--- src/rtl/calc_pkg.sv ---
// Shared encodings and constants for the BCD keypad calculator.
package calc_pkg;

  // Keypad command encodings; 0-9 are plain digits
  typedef enum logic [3:0] {
    CMD_ADD = 4'hA,
    CMD_SUB = 4'hB,
    CMD_MUL = 4'hC,
    CMD_CE  = 4'hD,
    CMD_EQ  = 4'hE,
    CMD_BS  = 4'hF
  } cmd_e;

  typedef enum logic [1:0] {
    ST_EDIT  = 2'b00,
    ST_BUSY  = 2'b01,
    ST_SHOW  = 2'b10,
    ST_ERROR = 2'b11
  } status_e;

  // Controller states kept as plain constants for older tool flows
  typedef logic [2:0] state_e;
  localparam state_e S_EDIT_A = 3'd0;
  localparam state_e S_EDIT_B = 3'd1;
  localparam state_e S_LOAD   = 3'd2;
  localparam state_e S_EXEC   = 3'd3;
  localparam state_e S_DABBLE = 3'd4;
  localparam state_e S_DISP   = 3'd5;
  localparam state_e S_SHOW   = 3'd6;
  localparam state_e S_ERROR  = 3'd7;

  // Active-low segments {g,f,e,d,c,b,a}
  localparam logic [6:0] SEG_BLANK = 7'h7F;
  localparam logic [6:0] SEG_MINUS = 7'b0111111;
  localparam logic [6:0] SEG_E     = 7'h06;

  function automatic longint pow10(input int n);
    longint p;
    p = 1;
    for (int i = 0; i < n; i++) p = p * 10;
    return p;
  endfunction

  // Bits needed to hold any n-digit decimal magnitude
  function automatic int mag_width(input int n);
    longint p;
    int     w;
    p = pow10(n);
    w = 0;
    for (int i = 0; i < 63; i++)
      if ((longint'(1) << i) < p) w = i + 1;
    return w;
  endfunction

endpackage

--- src/rtl/calc_core_n_seg7.sv ---
// Combinational BCD digit to active-low seven-segment pattern, with blanking.
module seg7_decoder
  import calc_pkg::*;
(
  input  logic [3:0] i_bcd,
  input  logic       i_blank,
  output logic [6:0] o_seg
);

  // Segment lookup; non-decimal codes and blanked digits show nothing
  always_comb begin
    o_seg = SEG_BLANK;
    if (!i_blank) begin
      case (i_bcd)
        4'd0: o_seg = 7'h40;
        4'd1: o_seg = 7'h79;
        4'd2: o_seg = 7'h24;
        4'd3: o_seg = 7'h30;
        4'd4: o_seg = 7'h19;
        4'd5: o_seg = 7'h12;
        4'd6: o_seg = 7'h02;
        4'd7: o_seg = 7'h78;
        4'd8: o_seg = 7'h00;
        4'd9: o_seg = 7'h10;
        default: o_seg = SEG_BLANK;
      endcase
    end
  end

endmodule

--- src/rtl/calc_core_n.sv ---
// NDIGITS-digit keypad calculator: BCD entry, serial BCD->binary load,
// shift-add multiply, double-dabble back to BCD, signed result display.
module calc_core_n
  import calc_pkg::*;
#(
  parameter int NDIGITS = 8,
  parameter int W       = mag_width(NDIGITS)
) (
  input  logic                    i_clock,
  input  logic                    i_reset,
  input  logic [3:0]              i_cmd,
  input  logic                    i_cmd_valid,
  output logic [NDIGITS-1:0][6:0] o_displays,
  output logic [1:0]              o_status
);

  localparam int             BW      = 4 * NDIGITS;
  localparam int             CW      = $clog2(W + 1);
  localparam logic [W-1:0]   TEN     = W'(10);
  localparam logic [2*W-1:0] MAX_POS = (2*W)'(pow10(NDIGITS) - 1);
  localparam logic [2*W-1:0] MAX_NEG = (2*W)'(pow10(NDIGITS - 1) - 1);

  state_e              r_state;
  logic [CW-1:0]       r_cnt;     // shared LOAD / multiply / dabble step counter
  logic [BW-1:0]       r_entry;   // BCD entry; doubles as LOAD shift source
  logic signed [W:0]   r_a;
  logic [W-1:0]        r_b;       // B during LOAD, multiplier during EXEC
  logic [3:0]          r_op;
  logic                r_hold;    // keep showing A until first B digit
  logic [2*W-1:0]      r_mcand;
  logic [2*W-1:0]      r_mag;     // product accumulator, then dabble source
  logic                r_neg;
  logic signed [W:0]   r_res;     // last result, reused as A when chaining
  logic [BW-1:0]       r_dd;
  logic [BW-1:0]       r_dbcd;
  logic                r_dneg;

  logic                      w_is_digit, w_is_op, w_full, w_is_mul;
  logic [W-1:0]              w_entry_bin, w_a_mag;
  logic signed [W+1:0]       w_sum;
  logic [W+1:0]              w_sum_mag;
  logic [2*W-1:0]            w_prod_nxt, w_fin_mag;
  logic                      w_fin_neg, w_ovf, w_exec_done;
  logic signed [W:0]         w_fin_res;
  logic [BW-1:0]             w_dd_adj, w_src;
  logic                      w_use_entry, w_neg;
  logic [NDIGITS-1:0]        w_blank;
  logic [NDIGITS-1:0][6:0]   w_seg;

  assign w_is_digit = (i_cmd <= 4'd9);
  assign w_is_op    = (i_cmd == CMD_ADD) || (i_cmd == CMD_SUB) || (i_cmd == CMD_MUL);
  assign w_full     = (r_entry[BW-1 -: 4] != 4'd0);
  assign w_is_mul   = (r_op == CMD_MUL);

  // Entry as binary, used when A is latched straight from the keypad
  always_comb begin
    w_entry_bin = '0;
    for (int i = NDIGITS - 1; i >= 0; i--)
      w_entry_bin = w_entry_bin * TEN + W'(r_entry[4*i +: 4]);
  end

  assign w_a_mag    = r_a[W] ? W'(-r_a) : r_a[W-1:0];
  assign w_sum      = (r_op == CMD_SUB) ? ($signed({r_a[W], r_a}) - $signed({2'b00, r_b}))
                                        : ($signed({r_a[W], r_a}) + $signed({2'b00, r_b}));
  assign w_sum_mag  = w_sum[W+1] ? $unsigned(-w_sum) : $unsigned(w_sum);
  assign w_prod_nxt = r_b[0] ? (r_mag + r_mcand) : r_mag;

  // B is never negative, so the product takes A's sign; zero is never negative
  assign w_fin_mag   = w_is_mul ? w_prod_nxt : (2*W)'(w_sum_mag);
  assign w_fin_neg   = (w_is_mul ? r_a[W] : w_sum[W+1]) && (w_fin_mag != '0);
  assign w_ovf       = w_fin_neg ? (w_fin_mag > MAX_NEG) : (w_fin_mag > MAX_POS);
  assign w_exec_done = !w_is_mul || (r_cnt == CW'(W - 1));
  assign w_fin_res   = w_fin_neg ? -$signed({1'b0, w_fin_mag[W-1:0]})
                                 :  $signed({1'b0, w_fin_mag[W-1:0]});

  // Double-dabble correction: add 3 to every BCD digit of 5 or more
  always_comb begin
    w_dd_adj = r_dd;
    for (int i = 0; i < NDIGITS; i++)
      if (r_dd[4*i +: 4] >= 4'd5) w_dd_adj[4*i +: 4] = r_dd[4*i +: 4] + 4'd3;
  end

  // Controller: keypad editing, LOAD / EXEC / DABBLE sequencing, result latch
  always_ff @(posedge i_clock) begin
    if (!i_reset) begin
      r_state <= S_EDIT_A;  r_cnt  <= '0;  r_entry <= '0;   r_a     <= '0;
      r_b     <= '0;        r_op   <= CMD_ADD;              r_hold  <= 1'b0;
      r_mcand <= '0;        r_mag  <= '0;  r_neg   <= 1'b0; r_res   <= '0;
      r_dd    <= '0;        r_dbcd <= '0;  r_dneg  <= 1'b0;
    end else begin
      case (r_state)
        S_EDIT_A, S_EDIT_B: if (i_cmd_valid) begin
          if (w_is_digit) begin
            if (!w_full) begin
              r_entry <= {r_entry[BW-5:0], i_cmd};
              r_hold  <= 1'b0;
            end
          end else if (w_is_op) begin
            r_op <= i_cmd;
            if (r_state == S_EDIT_A) begin
              r_a     <= $signed({1'b0, w_entry_bin});
              r_dbcd  <= r_entry;
              r_dneg  <= 1'b0;
              r_entry <= '0;
              r_hold  <= 1'b1;
              r_state <= S_EDIT_B;
            end
          end else if (i_cmd == CMD_CE) begin
            r_entry <= '0;
          end else if (i_cmd == CMD_BS) begin
            r_entry <= {4'd0, r_entry[BW-1:4]};
          end else begin
            // '=' with no second operand evaluates A + 0
            if (r_state == S_EDIT_A) begin
              r_a     <= $signed({1'b0, w_entry_bin});
              r_op    <= CMD_ADD;
              r_entry <= '0;
            end
            r_b     <= '0;
            r_cnt   <= '0;
            r_state <= S_LOAD;
          end
        end
        S_LOAD: begin
          r_b     <= r_b * TEN + W'(r_entry[BW-1 -: 4]);
          r_entry <= {r_entry[BW-5:0], 4'd0};
          r_cnt   <= r_cnt + 1'b1;
          if (r_cnt == CW'(NDIGITS - 1)) begin
            r_cnt   <= '0;
            r_mag   <= '0;
            r_mcand <= (2*W)'(w_a_mag);
            r_state <= S_EXEC;
          end
        end
        S_EXEC: begin
          if (w_is_mul) begin
            r_mag   <= w_prod_nxt;
            r_mcand <= r_mcand << 1;
            r_b     <= r_b >> 1;
            r_cnt   <= r_cnt + 1'b1;
          end
          if (w_exec_done) begin
            r_cnt   <= '0;
            r_mag   <= w_fin_mag;
            r_neg   <= w_fin_neg;
            r_res   <= w_fin_res;
            r_dd    <= '0;
            r_state <= w_ovf ? S_ERROR : S_DABBLE;
          end
        end
        S_DABBLE: begin
          r_dd  <= {w_dd_adj[BW-2:0], r_mag[W-1]};
          r_mag <= r_mag << 1;
          r_cnt <= r_cnt + 1'b1;
          if (r_cnt == CW'(W - 1)) r_state <= S_DISP;
        end
        S_DISP: begin
          r_dbcd  <= r_dd;
          r_dneg  <= r_neg;
          r_state <= S_SHOW;
        end
        S_SHOW: if (i_cmd_valid) begin
          if (w_is_digit) begin
            r_entry <= BW'(i_cmd);
            r_hold  <= 1'b0;
            r_state <= S_EDIT_A;
          end else if (w_is_op) begin
            r_a     <= r_res;
            r_op    <= i_cmd;
            r_entry <= '0;
            r_hold  <= 1'b1;
            r_state <= S_EDIT_B;
          end else if (i_cmd == CMD_CE) begin
            r_entry <= '0;  r_a <= '0;  r_op <= CMD_ADD;
            r_hold  <= 1'b0; r_state <= S_EDIT_A;
          end
        end
        S_ERROR: if (i_cmd_valid && (i_cmd == CMD_CE)) begin
          r_entry <= '0;  r_a <= '0;  r_op <= CMD_ADD;
          r_hold  <= 1'b0; r_state <= S_EDIT_A;
        end
        default: r_state <= S_EDIT_A;
      endcase
    end
  end

  // Status code from controller state
  always_comb begin
    case (r_state)
      S_EDIT_A, S_EDIT_B: o_status = ST_EDIT;
      S_SHOW:             o_status = ST_SHOW;
      S_ERROR:            o_status = ST_ERROR;
      default:            o_status = ST_BUSY;
    endcase
  end

  assign w_use_entry = ((r_state == S_EDIT_A) || (r_state == S_EDIT_B)) && !r_hold;
  assign w_src       = w_use_entry ? r_entry : r_dbcd;
  assign w_neg       = !w_use_entry && r_dneg;

  // Leading-zero blanking: a digit is blank if it and everything above is zero
  always_comb begin
    w_blank = '0;
    w_blank[NDIGITS-1] = (w_src[BW-1 -: 4] == 4'd0);
    for (int i = NDIGITS - 2; i >= 0; i--)
      w_blank[i] = w_blank[i+1] && (w_src[4*i +: 4] == 4'd0);
    w_blank[0] = 1'b0;
  end

  for (genvar g = 0; g < NDIGITS; g++) begin : g_dig
    seg7_decoder u_dec (
      .i_bcd   (w_src[4*g +: 4]),
      .i_blank (w_blank[g]),
      .o_seg   (w_seg[g])
    );
  end

  // Final display: minus sign just left of the MSD, ERROR overrides everything
  always_comb begin
    o_displays = w_seg;
    if (w_neg)
      for (int i = 1; i < NDIGITS; i++)
        if (w_blank[i] && !w_blank[i-1]) o_displays[i] = SEG_MINUS;
    if (r_state == S_ERROR) begin
      o_displays    = {NDIGITS{SEG_BLANK}};
      o_displays[0] = SEG_E;
    end
  end

endmodule

--- config.mk ---
export PLATFORM = sky130hd
export DESIGN_NAME = calc_core_n
export DESIGN_NICKNAME = d
export VERILOG_FILES = /design/src/rtl/calc_pkg.sv /design/src/rtl/calc_core_n_seg7.sv /design/src/rtl/calc_core_n.sv
export SDC_FILE = /design/constraint.sdc
export NUM_CORES = 2
export LEC_CHECK = 0
export BUFFER_PORTS_ARGS = -buffer_cell sky130_fd_sc_hd__buf_2
export CAP_MARGIN = 25
export CELL_PAD_IN_SITES_DETAIL_PLACEMENT = 0
export CELL_PAD_IN_SITES_GLOBAL_PLACEMENT = 1
export CORE_MARGIN = 1
export CORE_UTILIZATION = 49
export DETAILED_ROUTE_END_ITERATION = 16
export GPL_TIMING_DRIVEN = 0
export PLACE_DENSITY = 0.89
export REMOVE_ABC_BUFFERS = 1
export SETUP_SLACK_MARGIN = 0.05
export SYNTH_ARGS = -nofsm -noshare
export SYNTH_HDL_FRONTEND = slang
export SYNTH_SLANG_ARGS = --single-unit
export TNS_END_PERCENT = 20
--- constraint.sdc ---
create_clock -name i_clock -period 15.9 [get_ports i_clock]
set_clock_uncertainty 0.2 [all_clocks]
set_input_delay 0.795 -clock i_clock [delete_from_list [all_inputs] [get_ports i_clock]]
set_output_delay 0.795 -clock i_clock [all_outputs]
set_load 0.02 [all_outputs]
==> out/qor.yml <==
worst_setup_path:
  cp.arrival_ns: 14.85
  path_class: "register to register"
  cp.required_ns: 16.09
  cp_top_family: "adder cells"
  cp_common_cell: "ha_1"
  slowest_stage: "dfxtp_1"
  max_stage_delay_ns: 0.88
  cp_num_buf_inv: 1
  crit_path_start_kind: "register"
  setup.worst_path.end_class: "register"
  cp_max_fo: 11
  rrSetupSlack_ns: 1.24
placed_design:
  io_buffers: 64
  dp_hpwl_mm: 76.5
  place.gp.congestion: 0.969
sta:
  relSlewSlack_pct: 14.1
  finalHoldViolCount: 0
  whs_ns: 0.261
  fmax_mhz: 68.2
  worstMarginPinSlew_ns: 1.29
  fin_crit_sh_pct: 92.2
  fin_crit_ns: 14.66
  rsz0062_at_grt: "false"
  maxSlewViolCount: 0
  setup_viol: 0
  finalSetupTns_ns: 0
clock_tree:
  ctsResizeCount: 0
  path_clk_slew_ns: 0.06
  cts-root-buf: "clkbuf_16"
  cts_tree: "yes"
  cts_htree_levels: 2
  clock_sinks: 302
  post_cts_buffers: 0
  clk_path_buf_depth: 3
  insertion_delay_ns: 0.58
  cts_made_buffers: 38
  holdBufCountCts: 0
yosys:
  synth_area_leaders: "dfxtp_1, ha_1, a21oi_1"
  synth_area_leader_cell: "dfxtp_1"
  async_flop_share_pct: 0
  dominantRegCellSynth: "dfxtp_1"
  synth_edf_count: 0
  synth_area_mm2: 0.0343
  yosys_warnings: 0
  synth.distinct_cells: 104
  ys_seq_area_share_pct: 17.6
  netlist_instances: 4606
  synth_seq_cells: 302
  synth_top_area_share_pct: 17.6
  synth_area_per_cell_um2: 7.45
grt:
  track_usage_pct: 27.6
  grt_pass1_vias: 31300
  grt_pass1_wl_mm: 161
  grt_max_degree: 160
  overflow: 0
  antenna_found_initial: 7
finish:
  utilization_pct: 53.7
  drive_gt1_share_pct: 6.17
  regArea_mm2: 0.00605
  layout.nets: 4971
  num-fill-cells: 6907
  multi_input_area_mm2: 0.0269
  syn2layout_area_growth_pct: 7.77
floorplanning:
  io_pins: 65
  die_y_um: 267
  core_area_mm2: 0.0689
  rows: 96
  initial_core_util_pct: 49.8
  die_area_mm2: 0.0711
  fp.dieW_um: 267
flow_run:
  maxCapViolCount: 0
drt:
  wl_per_cell_um: 18.4
  ant_nets: 0
  drc: 0
  drt_iter0_markers: 2467
  viasPerCell: 6.19
  route.vias.total: 33900
  drt_pass1_iterations: 9
  postRouteWirelength_mm: 101
hold_path:
  min_path_type: "register to register"
run_status:
  status: "finished clean"
## final timing paths
check,start,to,depth (start not counted)
hold / removal,r_res[8]$_SDFFE_PN0P_,r_res[8]$_SDFFE_PN0P_,2
setup / recovery,r_entry[31]$_SDFFE_PN0P_,r_a[26]$_SDFFE_PN0P_,49
setup reg to reg,r_entry[31]$_SDFFE_PN0P_,r_a[26]$_SDFFE_PN0P_,49
hold reg to reg,r_res[8]$_SDFFE_PN0P_,r_res[8]$_SDFFE_PN0P_,2
## routing by layer
| layer | global-route usage [%] | up-vias | routed length [um] | part of all wire [%] |
|---|---|---|---|---|
| met1 | 35.3 | 15900 | 43700 | 43 |
| met3 | 3.95 | 206 | 6670 | 6.6 |
| met5 | 0 | - | 48 | 0.048 |
| met4 | 11.7 | 8 | 4040 | 4.0 |
| li1 | - | 16800 | - | - |
| met2 | 46.1 | 1028 | 46400 | 46 |
## layout by cell type (no fill, tap or decap), drive strengths merged, types with 33 or more instances in the layout
cell,count
nor2,451
nand2,440
ha,425
a21oi,400
dfxtp,302
o21ai,295
xnor2,208
xor2,175
inv,165
nand3,165
nor3,132
buf,104
a21o,82
a211oi,80
a22oi,66
a31oi,61
and3,57
mux2i,56
clkbuf,55
nand4,52
o211ai,50
a311oi,46
nand2b,46
nor2b,43
or3,42
a221oi,37
o21a,33
## cell usage after synthesis, types with 131 or more instances
cell and number:
a21oi_1 395, clkbuf_1 201, dfxtp_1 302, ha_1 425, inv_1 163, nand2_1 440
nand3_1 163, nor2_1 451, nor3_1 131, o21ai_0 283, xnor2_1 208, xor2_1 175
## cell type report
cell class	instances	area share (%)
Inverter	166	1.70
Antenna cell	2	0.0135
Clock buffer	55	2.94
Multi-Input combinational cell	3909	72.8
Tap cell	931	3.15
Clock inverter	15	0.450
Sequential cell	302	16.3
Timing Repair Buffer	104	2.58
## flip-flops by register name, indices dropped and copies added, names as in the netlist
signal,flops
r_mag,54
r_mcand,54
r_dbcd,32
r_dd,32
r_entry,32
r_a,28
r_res,28
r_b,27
r_cnt,5
r_op,4
r_state,3
r_dneg,1
r_hold,1
r_neg,1
## worst reg2reg max path: cells and delay by family (launching register included)
kind                       cells  cell delay, ns
adders and majority gates     15            4.85
and+or+nand+nor               12            3.55
xor gates and xnor gates      14            3.34
DFF                            1            0.88
buffers and inverters          1            0.07
AOI/OAI and AO/OA              7            1.61
## per-stage QoR
step                instance area (um^2)  setup WS [ns]  cells
floorplan                          33500           3.13   4377
global placement                   34900          -2.19   5372
detailed placement                 35700           1.12   5411
CTS                                37000           1.05   5481
global route                       37000          0.190   5484
finish                             37000           1.24   5484
## logic make-up after synthesis
| group | after synthesis | share of synthesized area [%] |
|---|---|---|
| buffers and inverters | 396 | 4.39 |
| DFF | 302 | 17.6 |
| muxes | 85 | 2.58 |
| and+or+nand+nor | 1587 | 22.0 |
| AOI/OAI and AO/OA | 1409 | 27.1 |
| other | 1 | 0.0109 |
| xor gates and xnor gates | 383 | 9.77 |
| adders and majority gates | 443 | 16.5 |
Power is left out: the tool's default activity adds up to more than one toggle a clock period on the data nets, which glitch-free logic cannot reach.
